**src/rtl/morse_char_assembler_if.sv**
```systemverilog
// Character output channel of the Morse character assembler.
// Ports (signals):
//   char_out   [7:0] ASCII code of the decoded character or word space
//   char_valid       char_out holds an unconsumed character
//   char_ready       consumer accepts char_out when high with char_valid
// Modports: master (assembler side), slave (consumer side).
interface morse_char_assembler_if;
    logic [7:0] char_out;
    logic       char_valid;
    logic       char_ready;

    modport master (
        output char_out,
        output char_valid,
        input  char_ready
    );

    modport slave (
        input  char_out,
        input  char_valid,
        output char_ready
    );
endinterface

```
**src/rtl/morse_char_assembler.sv**
```systemverilog
// Morse character assembler: turns dot/dash level streams into ASCII.
// Ports:
//   clk        clock, rising edge active
//   rst        synchronous active-high reset
//   nokta_in   dot level
//   cizgi_in   dash level
//   char_if    output channel (char_out / char_valid / char_ready)
//   err        one-cycle pulse on any protocol error
//   busy       high while symbols are pending or being discarded
module morse_char_assembler #(
    parameter int unsigned GAP_CHAR = 3,
    parameter int unsigned GAP_WORD = 7
) (
    input  logic                          clk,
    input  logic                          rst,
    input  logic                          nokta_in,
    input  logic                          cizgi_in,
    morse_char_assembler_if.master        char_if,
    output logic                          err,
    output logic                          busy
);
    localparam int unsigned IDLE_W  = 4;
    localparam int unsigned PAT_W   = 5;
    localparam int unsigned CNT_W   = 3;
    localparam int unsigned MAX_SYM = 5;

    localparam logic [IDLE_W-1:0] IDLE_MAX   = '1;
    localparam logic [IDLE_W-1:0] GAP_CHAR_L = IDLE_W'(GAP_CHAR);
    localparam logic [IDLE_W-1:0] GAP_WORD_L = IDLE_W'(GAP_WORD);

    typedef enum logic [1:0] {ST_IDLE, ST_MARK, ST_SPACE, ST_DISCARD} state_t;

    state_t              state_q;
    logic [PAT_W-1:0]    pat_q;
    logic [CNT_W-1:0]    cnt_q;
    logic                lvl_q;
    logic [IDLE_W-1:0]   idle_q;
    logic                armed_q;
    logic [7:0]          out_q;
    logic                valid_q;
    logic                err_q;
    logic                busy_q;

    // Pattern holds symbols oldest-first in the low cnt bits; dot=0, dash=1.
    function automatic logic [7:0] decode(input logic [CNT_W-1:0] n, input logic [PAT_W-1:0] p);
        logic [7:0] c;
        c = 8'h3F;
        case ({n, p})
            8'b001_00000: c = 8'h45; 8'b001_00001: c = 8'h54;
            8'b010_00000: c = 8'h49; 8'b010_00001: c = 8'h41;
            8'b010_00010: c = 8'h4E; 8'b010_00011: c = 8'h4D;
            8'b011_00000: c = 8'h53; 8'b011_00001: c = 8'h55;
            8'b011_00010: c = 8'h52; 8'b011_00011: c = 8'h57;
            8'b011_00100: c = 8'h44; 8'b011_00101: c = 8'h4B;
            8'b011_00110: c = 8'h47; 8'b011_00111: c = 8'h4F;
            8'b100_00000: c = 8'h48; 8'b100_00001: c = 8'h56;
            8'b100_00010: c = 8'h46; 8'b100_00100: c = 8'h4C;
            8'b100_00110: c = 8'h50; 8'b100_00111: c = 8'h4A;
            8'b100_01000: c = 8'h42; 8'b100_01001: c = 8'h58;
            8'b100_01010: c = 8'h43; 8'b100_01011: c = 8'h59;
            8'b100_01100: c = 8'h5A; 8'b100_01101: c = 8'h51;
            8'b101_11111: c = 8'h30; 8'b101_01111: c = 8'h31;
            8'b101_00111: c = 8'h32; 8'b101_00011: c = 8'h33;
            8'b101_00001: c = 8'h34; 8'b101_00000: c = 8'h35;
            8'b101_10000: c = 8'h36; 8'b101_11000: c = 8'h37;
            8'b101_11100: c = 8'h38; 8'b101_11110: c = 8'h39;
            default:      c = 8'h3F;
        endcase
        return c;
    endfunction

    // Input classification and helper values derived from current state.
    logic              mark_c, both_c, quiet_c, gap_char_hit_c, sym_full_c;
    logic [IDLE_W-1:0] idle_inc_c;
    logic [PAT_W-1:0]  app_pat_c;
    logic [CNT_W-1:0]  app_cnt_c;
    logic              close_c, space_c, emit_c;
    logic [7:0]        emit_code_c;

    assign mark_c         = nokta_in ^ cizgi_in;
    assign both_c         = nokta_in & cizgi_in;
    assign quiet_c        = ~(nokta_in | cizgi_in);
    assign idle_inc_c     = (idle_q == IDLE_MAX) ? IDLE_MAX : idle_q + 4'd1;
    assign gap_char_hit_c = quiet_c && (idle_inc_c == GAP_CHAR_L);
    assign app_pat_c      = {pat_q[PAT_W-2:0], lvl_q};
    assign app_cnt_c      = cnt_q + 3'd1;
    assign sym_full_c     = (cnt_q == CNT_W'(MAX_SYM));

    // Character close / word-space events and the code they deliver.
    // A close from MARK only occurs when the gap is a single idle cycle.
    always_comb begin
        close_c     = 1'b0;
        space_c     = 1'b0;
        emit_code_c = 8'h00;
        case (state_q)
            ST_SPACE: begin
                if (gap_char_hit_c) begin
                    close_c     = 1'b1;
                    emit_code_c = decode(cnt_q, pat_q);
                end
            end
            ST_MARK: begin
                if (gap_char_hit_c && !sym_full_c) begin
                    close_c     = 1'b1;
                    emit_code_c = decode(app_cnt_c, app_pat_c);
                end
            end
            ST_IDLE: begin
                if (quiet_c && armed_q && (idle_q != IDLE_MAX) && (idle_inc_c == GAP_WORD_L)) begin
                    space_c     = 1'b1;
                    emit_code_c = 8'h20;
                end
            end
            default: ;
        endcase
        emit_c = close_c | space_c;
    end

    // Main FSM, symbol store and output holding register.
    always_ff @(posedge clk) begin
        if (rst) begin
            state_q <= ST_IDLE;
            pat_q   <= '0;
            cnt_q   <= '0;
            lvl_q   <= 1'b0;
            idle_q  <= '0;
            armed_q <= 1'b0;
            out_q   <= 8'h00;
            valid_q <= 1'b0;
            err_q   <= 1'b0;
            busy_q  <= 1'b0;
        end else begin
            err_q  <= 1'b0;
            idle_q <= quiet_c ? idle_inc_c : '0;

            // One-deep holding register: drop new code if still occupied.
            if (emit_c) begin
                if (valid_q && !char_if.char_ready) begin
                    err_q <= 1'b1;
                end else begin
                    out_q   <= emit_code_c;
                    valid_q <= 1'b1;
                end
            end else if (valid_q && char_if.char_ready) begin
                valid_q <= 1'b0;
            end

            if (close_c) begin
                armed_q <= 1'b1;
            end else if (space_c) begin
                armed_q <= 1'b0;
            end

            case (state_q)
                ST_IDLE: begin
                    if (both_c) begin
                        state_q <= ST_DISCARD; err_q <= 1'b1; armed_q <= 1'b0;
                        pat_q <= '0; cnt_q <= '0; busy_q <= 1'b1;
                    end else if (mark_c) begin
                        state_q <= ST_MARK; lvl_q <= cizgi_in; busy_q <= 1'b1;
                    end
                end
                ST_MARK: begin
                    if (both_c || (!(mark_c && cizgi_in == lvl_q) && sym_full_c)) begin
                        state_q <= ST_DISCARD; err_q <= 1'b1; armed_q <= 1'b0;
                        pat_q <= '0; cnt_q <= '0;
                    end else if (!(mark_c && cizgi_in == lvl_q)) begin
                        // Run ended: append it; a level change opens the next run.
                        pat_q <= app_pat_c;
                        cnt_q <= app_cnt_c;
                        if (mark_c) begin
                            lvl_q <= cizgi_in;
                        end else if (gap_char_hit_c) begin
                            state_q <= ST_IDLE; pat_q <= '0; cnt_q <= '0; busy_q <= 1'b0;
                        end else begin
                            state_q <= ST_SPACE;
                        end
                    end
                end
                ST_SPACE: begin
                    if (both_c) begin
                        state_q <= ST_DISCARD; err_q <= 1'b1; armed_q <= 1'b0;
                        pat_q <= '0; cnt_q <= '0;
                    end else if (mark_c) begin
                        state_q <= ST_MARK; lvl_q <= cizgi_in;
                    end else if (gap_char_hit_c) begin
                        state_q <= ST_IDLE; pat_q <= '0; cnt_q <= '0; busy_q <= 1'b0;
                    end
                end
                ST_DISCARD: begin
                    if (gap_char_hit_c) begin
                        state_q <= ST_IDLE; busy_q <= 1'b0;
                    end
                end
                default: state_q <= ST_IDLE;
            endcase
        end
    end

    assign char_if.char_out   = out_q;
    assign char_if.char_valid = valid_q;
    assign err                = err_q;
    assign busy               = busy_q;
endmodule
```
**src/flat_wrapper.sv**
```systemverilog
// flat-port wrapper written by rule: the top's interface ports become plain ports
module morse_char_assembler_flat 
#(
    parameter int unsigned GAP_CHAR = 3,
    parameter int unsigned GAP_WORD = 7
)
  (clk, rst, nokta_in, cizgi_in, err, busy, char_if_char_out, char_if_char_valid, char_if_char_ready);
  morse_char_assembler_if char_if_i ();
  input  logic clk;
  input  logic rst;
  input  logic nokta_in;
  input  logic cizgi_in;
  output logic err;
  output logic busy;
  output wire logic [$bits(char_if_i.char_out)-1:0] char_if_char_out;
  output wire logic [$bits(char_if_i.char_valid)-1:0] char_if_char_valid;
  input wire logic [$bits(char_if_i.char_ready)-1:0] char_if_char_ready;
  assign char_if_char_out = char_if_i.char_out;
  assign char_if_char_valid = char_if_i.char_valid;
  assign char_if_i.char_ready = char_if_char_ready;
  morse_char_assembler #(.GAP_CHAR(GAP_CHAR), .GAP_WORD(GAP_WORD)) u_core (.clk(clk), .rst(rst), .nokta_in(nokta_in), .cizgi_in(cizgi_in), .char_if(char_if_i), .err(err), .busy(busy));
endmodule
```
**config.mk**
```make
export PLATFORM = sky130hd
export DESIGN_NAME = morse_char_assembler_flat
export DESIGN_NICKNAME = d
export VERILOG_FILES = /design/src/rtl/morse_char_assembler_if.sv /design/src/rtl/morse_char_assembler.sv /design/src/flat_wrapper.sv
export SDC_FILE = /design/constraint.sdc
export NUM_CORES = 1
export LEC_CHECK = 0
export ABC_CLOCK_PERIOD_IN_PS = 6700
export CAP_MARGIN = 20
export CORE_UTILIZATION = 35
export DETAILED_ROUTE_END_ITERATION = 8
export GPL_TIMING_DRIVEN = 0
export PLACE_DENSITY_LB_ADDON = 0.08
export SLEW_MARGIN = 20
export SYNTH_ARGS = -nofsm -noshare
export SYNTH_HDL_FRONTEND = slang
export SYNTH_SLANG_ARGS = --single-unit
```
**constraint.sdc**
```tcl
create_clock -name clk -period 6.7 [get_ports clk]
set_clock_uncertainty 0.15 [all_clocks]
set_input_delay 0.67 -clock clk [delete_from_list [all_inputs] [get_ports clk]]
set_output_delay 0.67 -clock clk [all_outputs]
set_load 0.05 [all_outputs]
```
After elaboration in Yosys (flattened, before gate mapping)
Cells that the tools add are included.
Operators by class
  add/sub/neg operators: 2
  eq/ne operators: 92
  mux-type cells: 66
  bitwise logic cells: 6
  reductions and logical operators: 25
Operator list (count)
  7-bit one-hot mux with 36 select lines: 2
  8-bit equality test (second input constant): 44
  8-bit by 7-bit equality test with 1-bit output (second input constant): 24
  5-bit two-way mux: 8
  8-bit by 6-bit equality test with 1-bit output (second input constant): 4
  1-bit two-way mux: 26
  3-bit two-way mux: 8
  8-bit one-hot mux with 3 select lines: 1
  2-bit two-way mux: 9
  8-bit two-way mux: 2
  5-bit one-hot mux with 3 select lines: 1
  2-bit inequality test (second input constant): 5
  1-bit logical AND: 9
  3-bit inequality test (second input constant): 3
  3-bit one-hot mux with 3 select lines: 1
  1-bit one-hot mux with 2 select lines: 4
  2-bit one-hot mux with 4 select lines: 1
  4-bit AND reduction: 2
  6-bit two-way mux: 1
  3-bit by 1-bit inequality test with 1-bit output (second input constant): 2
  5-bit AND reduction: 1
  4-bit by 1-bit adder with 4-bit output (second input constant): 1
  2-bit equality test (second input constant): 2
  4-bit by 2-bit equality test with 1-bit output (second input constant): 1
  22 further kinds: 29
Word-level totals
  register bits after elaboration: 27
  input bits: 5
  output and inout bits: 11
  logic and storage cells: 201

Logic depth before layout (Yosys ltp)
Gate-level depths: netlist of run 1.
  depth in word-level cells: 11
  gate-level depth with buffers: 11
  depth with buffers taken out: 8

Least setup slack after synthesis of run 1
OpenSTA, ideal clock, no wires.
  path type: flip-flop to flip-flop
  from: register u_core.cnt_q[1]
  to: register u_core.out_q[4], in the netlist u_core.char_if.char_out[4]
  library setup time: 136 ps
  arrival: 2576 ps
  required time: 6414 ps
  setup slack: 3838 ps
  stages on the path, launching flop included: 11
  path buffers: 2
  period minus slack after synthesis: 2862 ps
  cell sequence: dfxtp_1 clkbuf_1 clkbuf_1 inv_1 ha_1 inv_1 or4_4 o22ai_2 nor4_2 o41ai_1 o211ai_1
Between the ends
  cells in the longest elaborated chain, start to end: 7
  elaborated cells on any way between the ends: 85
  classes of those cells: add/sub: 1; eq/ne: 73; mux: 7; bitwise: 1; reduce/logical: 3
Ends and longest elaborated chain
  start: declaration: line morse_char_assembler.sv:35  | logic [CNT_W-1:0] cnt_q;
  start signal: assignment: line morse_char_assembler.sv:170  | cnt_q <= app_cnt_c;
  branches (longest 7 deep; another with 3-bit by 1-bit adder with 3-bit output)
  end signal: assignment: line morse_char_assembler.sv:141  | out_q <= emit_code_c;
  end: declaration: line morse_char_assembler.sv:39  | logic [7:0] out_q;
Parallel ways; which one is timed is not known.
A chain may end at the register's enable or synchronous reset.

Worst setup path after layout of run 1
  from: register u_core.cnt_q[1]
  to: register u_core.out_q[1], in the netlist u_core.char_if.char_out[1]
The elaborated chain is that of the path after synthesis.

==> results of run 1 <==
## layer usage
layer  part of all wire  vias to the layer above  track usage
met5                  0                        -            0
met4              0.044                        0        0.112
met3              0.075                       28       0.0374
met2               0.44                      176        0.374
met1               0.44                     1565        0.304
li1                   -                     1590            -
## synthesized netlist by cell type, types with 3 or more instances
cell type	instances
sky130_fd_sc_hd__o21ai_0	10
sky130_fd_sc_hd__a21oi_1	17
sky130_fd_sc_hd__nor2_1	34
sky130_fd_sc_hd__buf_2	14
sky130_fd_sc_hd__nor2b_1	12
sky130_fd_sc_hd__nand2_1	33
sky130_fd_sc_hd__a22oi_1	4
sky130_fd_sc_hd__nand2b_1	9
sky130_fd_sc_hd__nor4bb_1	5
sky130_fd_sc_hd__o31ai_1	5
sky130_fd_sc_hd__o32ai_1	3
sky130_fd_sc_hd__clkbuf_1	25
sky130_fd_sc_hd__and3_1	7
sky130_fd_sc_hd__a221oi_1	3
sky130_fd_sc_hd__xor2_1	5
sky130_fd_sc_hd__o41ai_1	4
sky130_fd_sc_hd__ha_1	10
sky130_fd_sc_hd__dfxtp_1	26
sky130_fd_sc_hd__a21o_1	3
sky130_fd_sc_hd__nand3_1	18
sky130_fd_sc_hd__inv_1	11
sky130_fd_sc_hd__a211oi_1	6
sky130_fd_sc_hd__nor3b_1	7
sky130_fd_sc_hd__o2111ai_1	3
sky130_fd_sc_hd__buf_4	3
sky130_fd_sc_hd__nand4_1	10
sky130_fd_sc_hd__o211ai_1	3
sky130_fd_sc_hd__a211o_1	3
sky130_fd_sc_hd__a31oi_1	14
sky130_fd_sc_hd__nor4b_1	3
sky130_fd_sc_hd__nor4_1	7
sky130_fd_sc_hd__o21ai_1	12
sky130_fd_sc_hd__nor3_1	13
sky130_fd_sc_hd__nand3b_1	11
sky130_fd_sc_hd__mux2i_1	4
## logic make-up (layout without fill, tap and decap cells)
| logic type | after synthesis | after routing | share of synthesized area |
|---|---|---|---|
| buf+inv | 55 | 72 | 0.0803 |
| compound gates | 115 | 115 | 0.273 |
| flops | 26 | 26 | 0.178 |
| other cells | 1 | 1 | 0.00128 |
| mux | 5 | 5 | 0.0175 |
| fa+ha+maj | 10 | 10 | 0.0427 |
| simple gates | 193 | 193 | 0.381 |
| xor+xnor | 8 | 8 | 0.0265 |
## final cells by class
class | instances | area, um2
fillers | 857 | 4670
well taps | 102 | 128
clock inverters | 1 | 30.0
multi-input cells | 332 | 2170
repair buffers | 13 | 130
clock buffers | 3 | 41.3
plain buffers | 44 | 194
inverters | 11 | 41.3
flip-flops and latches | 26 | 520
## power breakdown
| part | internal (uW) | total (uW) | switching [uW] |
|---|---|---|---|
| Sequential | 166 | 182 | 16.2 |
| Combinational | 104 | 302 | 198 |
| Clock | 80.1 | 135 | 55.4 |
## worst max-delay path by stage
stage,startpoint,to
after floorplan,u_core.cnt_q[1],u_core.char_if.char_out[4]
after global placement,u_core.cnt_q[1],u_core.char_if.char_out[0]
after detailed placement,u_core.cnt_q[1],u_core.char_if.char_out[0]
after CTS,u_core.cnt_q[1],u_core.char_if.char_out[0]
after global routing,u_core.cnt_q[1],u_core.char_if.char_out[0]
final,u_core.cnt_q[1],u_core.char_if.char_out[1]
## registers in the layout, summed over array words and instances, names as in the netlist
| register | count |
|---|---|
| u_core.char_if.char_valid | 1 |
| u_core.char_if.char_out | 7 |
| u_core.cnt_q | 3 |
| u_core.busy | 1 |
| u_core.err | 1 |
| u_core.armed_q | 1 |
| u_core.state_q | 2 |
| u_core.lvl_q | 1 |
| u_core.idle_q | 4 |
| u_core.pat_q | 5 |
## stage by stage
stage | instance area (um2) | total power [uW]
after detailed placement | 3190 | 479
after global placement | 3190 | 480
after CTS | 3260 | 619
after floorplan | 2930 | 402
after global routing | 3260 | 664
final | 3260 | 619
==> results.txt, run 1 <==
The commonest register cell after synthesis was sky130_fd_sc_hd__dfxtp_1. The top cell type's share of synthesized area was 0.178; the area growth from synthesis to layout was 11.2%. The gate count after technology mapping is 413, and the count of nets left with antenna violations after detail routing is 0. The worst register-to-register path ends at u_core.char_if.char_out[1]. The area of the die came out at 8730 um2.

The die is 93.5 um tall. STA classifies the critical path startpoint as a flip-flop. The clock net sink count was 26; the buffer and inverter count on the worst path was 4. The tightest slew margin relative to the limit is 0.530, and the number of buffers added for setup after CTS is 0. For this run the aggregate overflow at the end of global routing stands at 0. The tightest hold margin is 0.326 ns. After detailed placement, the design holds a cell count of 528.

The kind of cell adding the most delay to the critical path was buffers and inverters. After synthesis, the mean cell area works out to 7.09 um2. Measured in cells, the most critical reg-to-reg path has a length of 11.

The total global routing track utilization is 0.234. After routing, the total negative slack on setup checks comes to 0 ns. The logs give 74 for the number of different library cells in the post-synthesis netlist and 2 for the maximum buffer depth of the clock tree. The first routing iteration left 240 violations. After clock tree synthesis, the clock-pin slew on the worst setup and hold paths is 0.09 ns. The run gives 0.369 as the initial cell density of the core. The tools report the post-synth design cell area as 2930 um2. The count of buffers from port buffering is 13, and the post-synthesis sequential area ratio is 0.178. The number of synthesized register bits is 26. The flow ran to the end, and the final reports show no timing, DRC or antenna violations. The share of flip-flops with an asynchronous set or reset is 0, and the final net count is 446. For the reported max-cap violation count, the log shows 0. The total core area is 7930 um2, and the number of cells on the critical path is 11. Post-CTS repair changed the size of 0 cells. The clock reaches the later pin of the worst-skew pair after 0.28 ns. The delay of the slowest cell on the worst path works out to 0.46 ns.

The final design utilization was 0.411. STA puts the critical path data required time at 6.70 ns. The maximum fanout encountered on the critical timing path was 10; the count of H-tree levels built during CTS was 1. The cell type of the slowest stage on the worst timing path was sky130_fd_sc_hd__dfxtp_1. The worst hold path terminates at u_core.char_if.char_out[6].

The library cells used most frequently in the layout, excluding fill and tap cells, are 34 x sky130_fd_sc_hd__nor2_1, 33 x sky130_fd_sc_hd__nand2_1, 26 x sky130_fd_sc_hd__dfxtp_1. Once routing completed, OpenROAD measured the worst setup slack at 3.08 ns. Path category of the worst min-delay check: reg -> reg.

Pin placement for this block handled 16 I/O pins. IR analysis of the VDD net gives a maximum drop of 0.000126 V. Weighted congestion at the end of routability-driven global placement: 0.943. The critical path goes through clkbuf_1 -> clkbuf_1 -> inv_1 -> ha_1 -> clkbuf_1 -> nor3_1 -> mux2i_1 -> o21ai_1 -> nor4_2 -> o41ai_1 -> nand3_1. Per-cell routed wire length: 18.7 um. The startpoint identified for the worst register-to-register timing path is u_core.cnt_q[1].

By instance count, the cell type seen most on the critical path is sky130_fd_sc_hd__clkbuf_1. Setup violations remaining at the end of the flow were counted as 0. The first global-routing pass estimated 16100 um of wire. In this run, synthesis inferred 0 flip-flops with an integrated enable. The number of antenna violations at the first check in global routing is 0, and the worst hold path stage count is 1. Setup repair after global routing left no endpoint under its margin. For the via count of the first global-routing pass, the log shows 3181. The worst setup path is captured at a flip-flop. The detailed router placed 3359 vias in this run. The tools report the number of pins with negative max-slew slack in the final report as 0. The largest net degree at the start of global routing is 16. The Yosys step of the flow raised 0 warnings. The floorplan step set the die width to 93.5 um.

The final critical-path required period is 3.62 ns, and the half-perimeter wire length after detailed placement is 7330 um. Quantity of hold-fixing buffers added after cts: 0. TritonCTS built the clock tree. Leaving out fill and tap cells, the most frequent cell in the layout is sky130_fd_sc_hd__nor2_1. The worst setup path is of the reg -> reg kind. The analysis attributes to cell leakage a power of 0.00117 uW. Clock tree synthesis inserted a total of 3 buffers. OpenSTA, run right after detailed placement, puts the worst setup slack at 3.17 ns. Total wire length after detailed routing: 9950 um. The power per standard cell area is 190 nW/um2, and the maximum achievable frequency is 276 MHz. The detailed-route vias per instance was 6.31.

The number of hold-slack violations in the final timing report is 0, and the fraction of layout instances using a drive strength above 1 is 0.0721. 0 antenna diodes ended up in the layout. For the detailed-router iteration count before antenna repair, the log shows 5. In this run the register-to-register setup slack is 3.08 ns. The portion of the clock cycle consumed by the worst path in the final layout works out to 0.540. Row generation in the floorplan step produced 32 rows.

The residual DRC count is 0, and the post-layout instance count excluding filler cells is 532. Yosys attributes the largest share of cell area to sky130_fd_sc_hd__dfxtp_1 18%, sky130_fd_sc_hd__nor2_1 4.4%, sky130_fd_sc_hd__ha_1 4.3%. For the worst setup path, the data arrival time is 3.63 ns. The tools report the hold path startpoint as u_core.char_if.char_out[6]. The dominant cell type by area after synthesis is sky130_fd_sc_hd__dfxtp_1. Clock tree root driver cell: sky130_fd_sc_hd__clkbuf_8. The transition at the pin with the smallest max-transition slack was 0.699 ns.

The number of nets handed over by synthesis was 428.
No activity file was read; power rests on OpenSTA's default activity.
==> run 2: changes to the inputs <==
--- a/config.mk
+++ b/config.mk
@@ -5,7 +5,7 @@
 export SDC_FILE = /design/constraint.sdc
 export NUM_CORES = 1
 export LEC_CHECK = 0
-export ABC_CLOCK_PERIOD_IN_PS = 6700
+export ABC_CLOCK_PERIOD_IN_PS = 3800
 export CAP_MARGIN = 20
 export CORE_UTILIZATION = 35
 export DETAILED_ROUTE_END_ITERATION = 8
==> constraint.sdc (replaced) <==
create_clock -name clk -period 3.8 [get_ports clk]
set_clock_uncertainty 0.15 [all_clocks]
set_input_delay 0.38 -clock clk [delete_from_list [all_inputs] [get_ports clk]]
set_output_delay 0.38 -clock clk [all_outputs]
set_load 0.05 [all_outputs]
==> run 2 against run 1 <==
Maximum frequency grew 4.5%. Sequential cell count unchanged. Routed wire length up 0.10%. Setup slack worse by 2.7 ns. Core utilization about the same. Largest cell class unchanged. Critical path depth did not move. Total power increased by 76%.
==> results.txt, run 2 (synthesized netlist as in run 1, its figures left out) <==
The flow ran to the end, and the final reports show no timing, DRC or antenna violations. The run gives 0 (unchanged) as the number of buffers added for setup after CTS. The weighted congestion at the end of routability-driven global placement came out at 0.943 (unchanged). The power per standard cell area came out at 335 nW/um2 (+76%).

The number of hold-slack violations in the final timing report was 0 (unchanged). The initial cell density of the core is 0.369 (unchanged). The boundary pin count was 16 (unchanged); the worst path required time was 3.80 ns (-2.90 ns). Post-route worst setup slack: 0.334 ns (-2.74 ns). The fill cell instance count of the final layout is 856 (-0.12%), and the total routed wire length on the met1 layer is 4310 um (-0.67%). The total core area was 7930 um2 (unchanged). The category of the most critical setup path is reg -> reg.

The TritonCTS buffer count was 3 (unchanged). For the worst-case register-to-register setup slack, the log shows 0.33 ns (-2.74 ns). The global-route wire length before repair is 16100 um (unchanged), and the quantity of hold-fixing buffers added after cts is 0 (unchanged). The count of antenna diodes in the layout was 0 (unchanged); the width of the chip was 93.5 um (unchanged). The final critical-path required period is 3.47 ns (-0.155 ns). The reported max-cap violation count was 0 (unchanged); the transition at the pin with the smallest max-transition slack was 0.699 ns (+0.0000108 ns). The number of gates resized after cts is 0 (unchanged), and the largest net degree at the start of global routing is 16 (unchanged).

The depth of the worst register-to-register path works out to 11 (unchanged). The tools report the worst setup timing slack at the placement stage as 0.272 ns (-2.90 ns). For the total vias in the final route, the log shows 3368 (+0.27%). The worst register-to-register path ends at u_core.char_if.char_out[1]. The number of flip-flops in the largest register was 7 (unchanged).

The min-delay analysis places its worst path in the category reg -> reg. The run gives 1 (unchanged) as the count of H-tree levels built during CTS. For the data arrival time of the worst path, the log shows 3.47 ns (-0.16 ns). The maximum achievable frequency is 289 MHz (+4.5%).

The clock tree root driver cell was sky130_fd_sc_hd__clkbuf_8. The library cell used most frequently in the layout, excluding fill and tap cells, is sky130_fd_sc_hd__nor2_1. The logs give 0 ns (unchanged) for the summed negative setup slack over all endpoints and 0 (unchanged) for the number of pins with negative max-slew slack in the final report. The run gives 239 (-0.42%) as the number of violations reported at the end of detailed-routing iteration 0.

The total global routing track utilization is 0.234 (unchanged). The detailed-routed wire length on met3 is 773 um (+3.9%), and the residual DRC count is 0 (unchanged). The peak supply drop was 0.000222 V (+76%); the count of buffers from port buffering was 13 (unchanged). The total of endpoints with negative setup slack in the final report came out at 0 (unchanged).

The critical path ends at u_core.char_if.char_out[1]. The area growth from synthesis to layout is 11.3% (about the same). The count of nets left with antenna violations after detail routing was 0 (unchanged); the clock net sink count was 26 (unchanged).

The area taken by multi-input logic gates came out at 2170 um2 (unchanged). The detailed-route vias per instance works out to 6.33 (+0.27%). The tools report the source of the worst register-to-register timing path as u_core.cnt_q[1].

The critical path launch point type was a flip-flop. Clock latency of the later-clocked register in the worst-skew pair: 0.28 ns (about the same). Setup repair after global routing left no endpoint under its margin. Leaving out fill and tap cells, the most frequent cells in the layout are 34 x sky130_fd_sc_hd__nor2_1, 33 x sky130_fd_sc_hd__nand2_1, 26 x sky130_fd_sc_hd__dfxtp_1.

The half-perimeter wire length after detailed placement is 7330 um (unchanged), and the number of antenna violations at the first check in global routing is 0 (unchanged). The per-cell routed wire length is 18.7 um (+0.10%). The logs give 9960 um (+0.10%) for the total wire length after detailed routing and 520 um2 (unchanged) for the sequential cell area in the final layout. The logs give 0.00118 uW (+0.29%) for the static leakage and 3181 (unchanged) for the via count of the first global-routing pass.

The topmost layer with routed signal wires is met4. Maximum fanout encountered on the critical timing path: 10 (unchanged). The tightest slew margin relative to the limit was 0.530 (about the same). The run gives 8730 um2 (unchanged) as the area of the die. The final net count was 446 (unchanged). The launching instance or port of the critical path was u_core.cnt_q[1]. The vertical extent of the die came out at 93.5 um (unchanged). The portion of the clock cycle consumed by the worst path in the final layout was 0.912 (+0.372). TritonCTS built the clock tree.

The floorplan row count is 32 (unchanged), and the aggregate global routing overflow is 0 (unchanged). The maximum buffer depth of the clock tree is 2 (unchanged), and the amount of wire on met2 after detailed routing is 4410 um (-0.20%). The tools report the detailed-router iteration count before antenna repair as 5 (unchanged). The tools report the tightest hold margin as 0.326 ns (unchanged). Clock transition at the registers of the reported paths: 0.09 ns (about the same).

The tools report the type of destination of the critical path as a flip-flop. Fraction of layout instances using a drive strength above 1: 0.0744 (+0.00233).
==> run 2: cell counts in the layout (fill, tap and decap cells not counted) <==
No cell type changed its count.
==> run 2: how the worst min path moves through the flow <==
stage | depth (start not counted) | endpoint | startpoint | slack (ns)
2_1_floorplan | 1 | u_core.idle_q[0] | u_core.idle_q[0] | 0.32
3_3_place_gp | 1 | u_core.char_if.char_out[6] | u_core.char_if.char_out[6] | 0.30
3_5_place_dp | 1 | u_core.char_if.char_out[6] | u_core.char_if.char_out[6] | 0.31
4_1_cts | 1 | u_core.char_if.char_out[6] | u_core.char_if.char_out[6] | 0.33
5_1_grt | 1 | u_core.char_if.char_out[6] | u_core.char_if.char_out[6] | 0.35
6_report | 1 | u_core.char_if.char_out[6] | u_core.char_if.char_out[6] | 0.33
==> run 2: metrics by stage <==
stage	area, um2	utilization	std cells	power [uW]
finish	3260	0.411	532	1090
global route	3260	0.411	532	1170
CTS	3260	0.411	532	1090
detailed placement	3190	0.402	528	845
global placement	3190	0.402	528	846
floorplan	2930	-	413	708
==> run 2: area by class of cell <==
type / count / area share
buffer: 44 / 0.0599
multi-input combinational: 332 / 0.667
inverter: 11 / 0.0127
clock inverter: 1 / 0.00922
clock buffer: 3 / 0.0127
tap: 102 / 0.0392
sequential: 26 / 0.160
timing repair buffer: 13 / 0.0399
==> run 2: where the power goes <==
part	total (uW)	leakage, uW	switching, uW	internal (uW)
sequential	321	0.000211	28.5	292
clock	239	0.0000357	97.7	141
combinational	532	0.000931	349	183
total	1090	0.00118	475	617
==> run 2: per-layer routing <==
metal	up-vias	track usage
met1	1562	0.304
met3	32	0.0374
met5	-	0
met2	184	0.374
met4	0	0.112
li1	1590	-
==> run 2: worst max-delay path, stage by stage (launching register included) <==
cell and delay [ns]:
sky130_fd_sc_hd__dfxtp_1 0.46, sky130_fd_sc_hd__clkbuf_1 0.34, sky130_fd_sc_hd__clkbuf_2 0.32, sky130_fd_sc_hd__inv_1 0.07, sky130_fd_sc_hd__ha_1 0.31, sky130_fd_sc_hd__clkbuf_1 0.23, sky130_fd_sc_hd__nor3_1 0.43, sky130_fd_sc_hd__mux2i_1 0.14
sky130_fd_sc_hd__o21ai_1 0.27, sky130_fd_sc_hd__nor4_2 0.12, sky130_fd_sc_hd__o41ai_1 0.41, sky130_fd_sc_hd__nand3_1 0.11
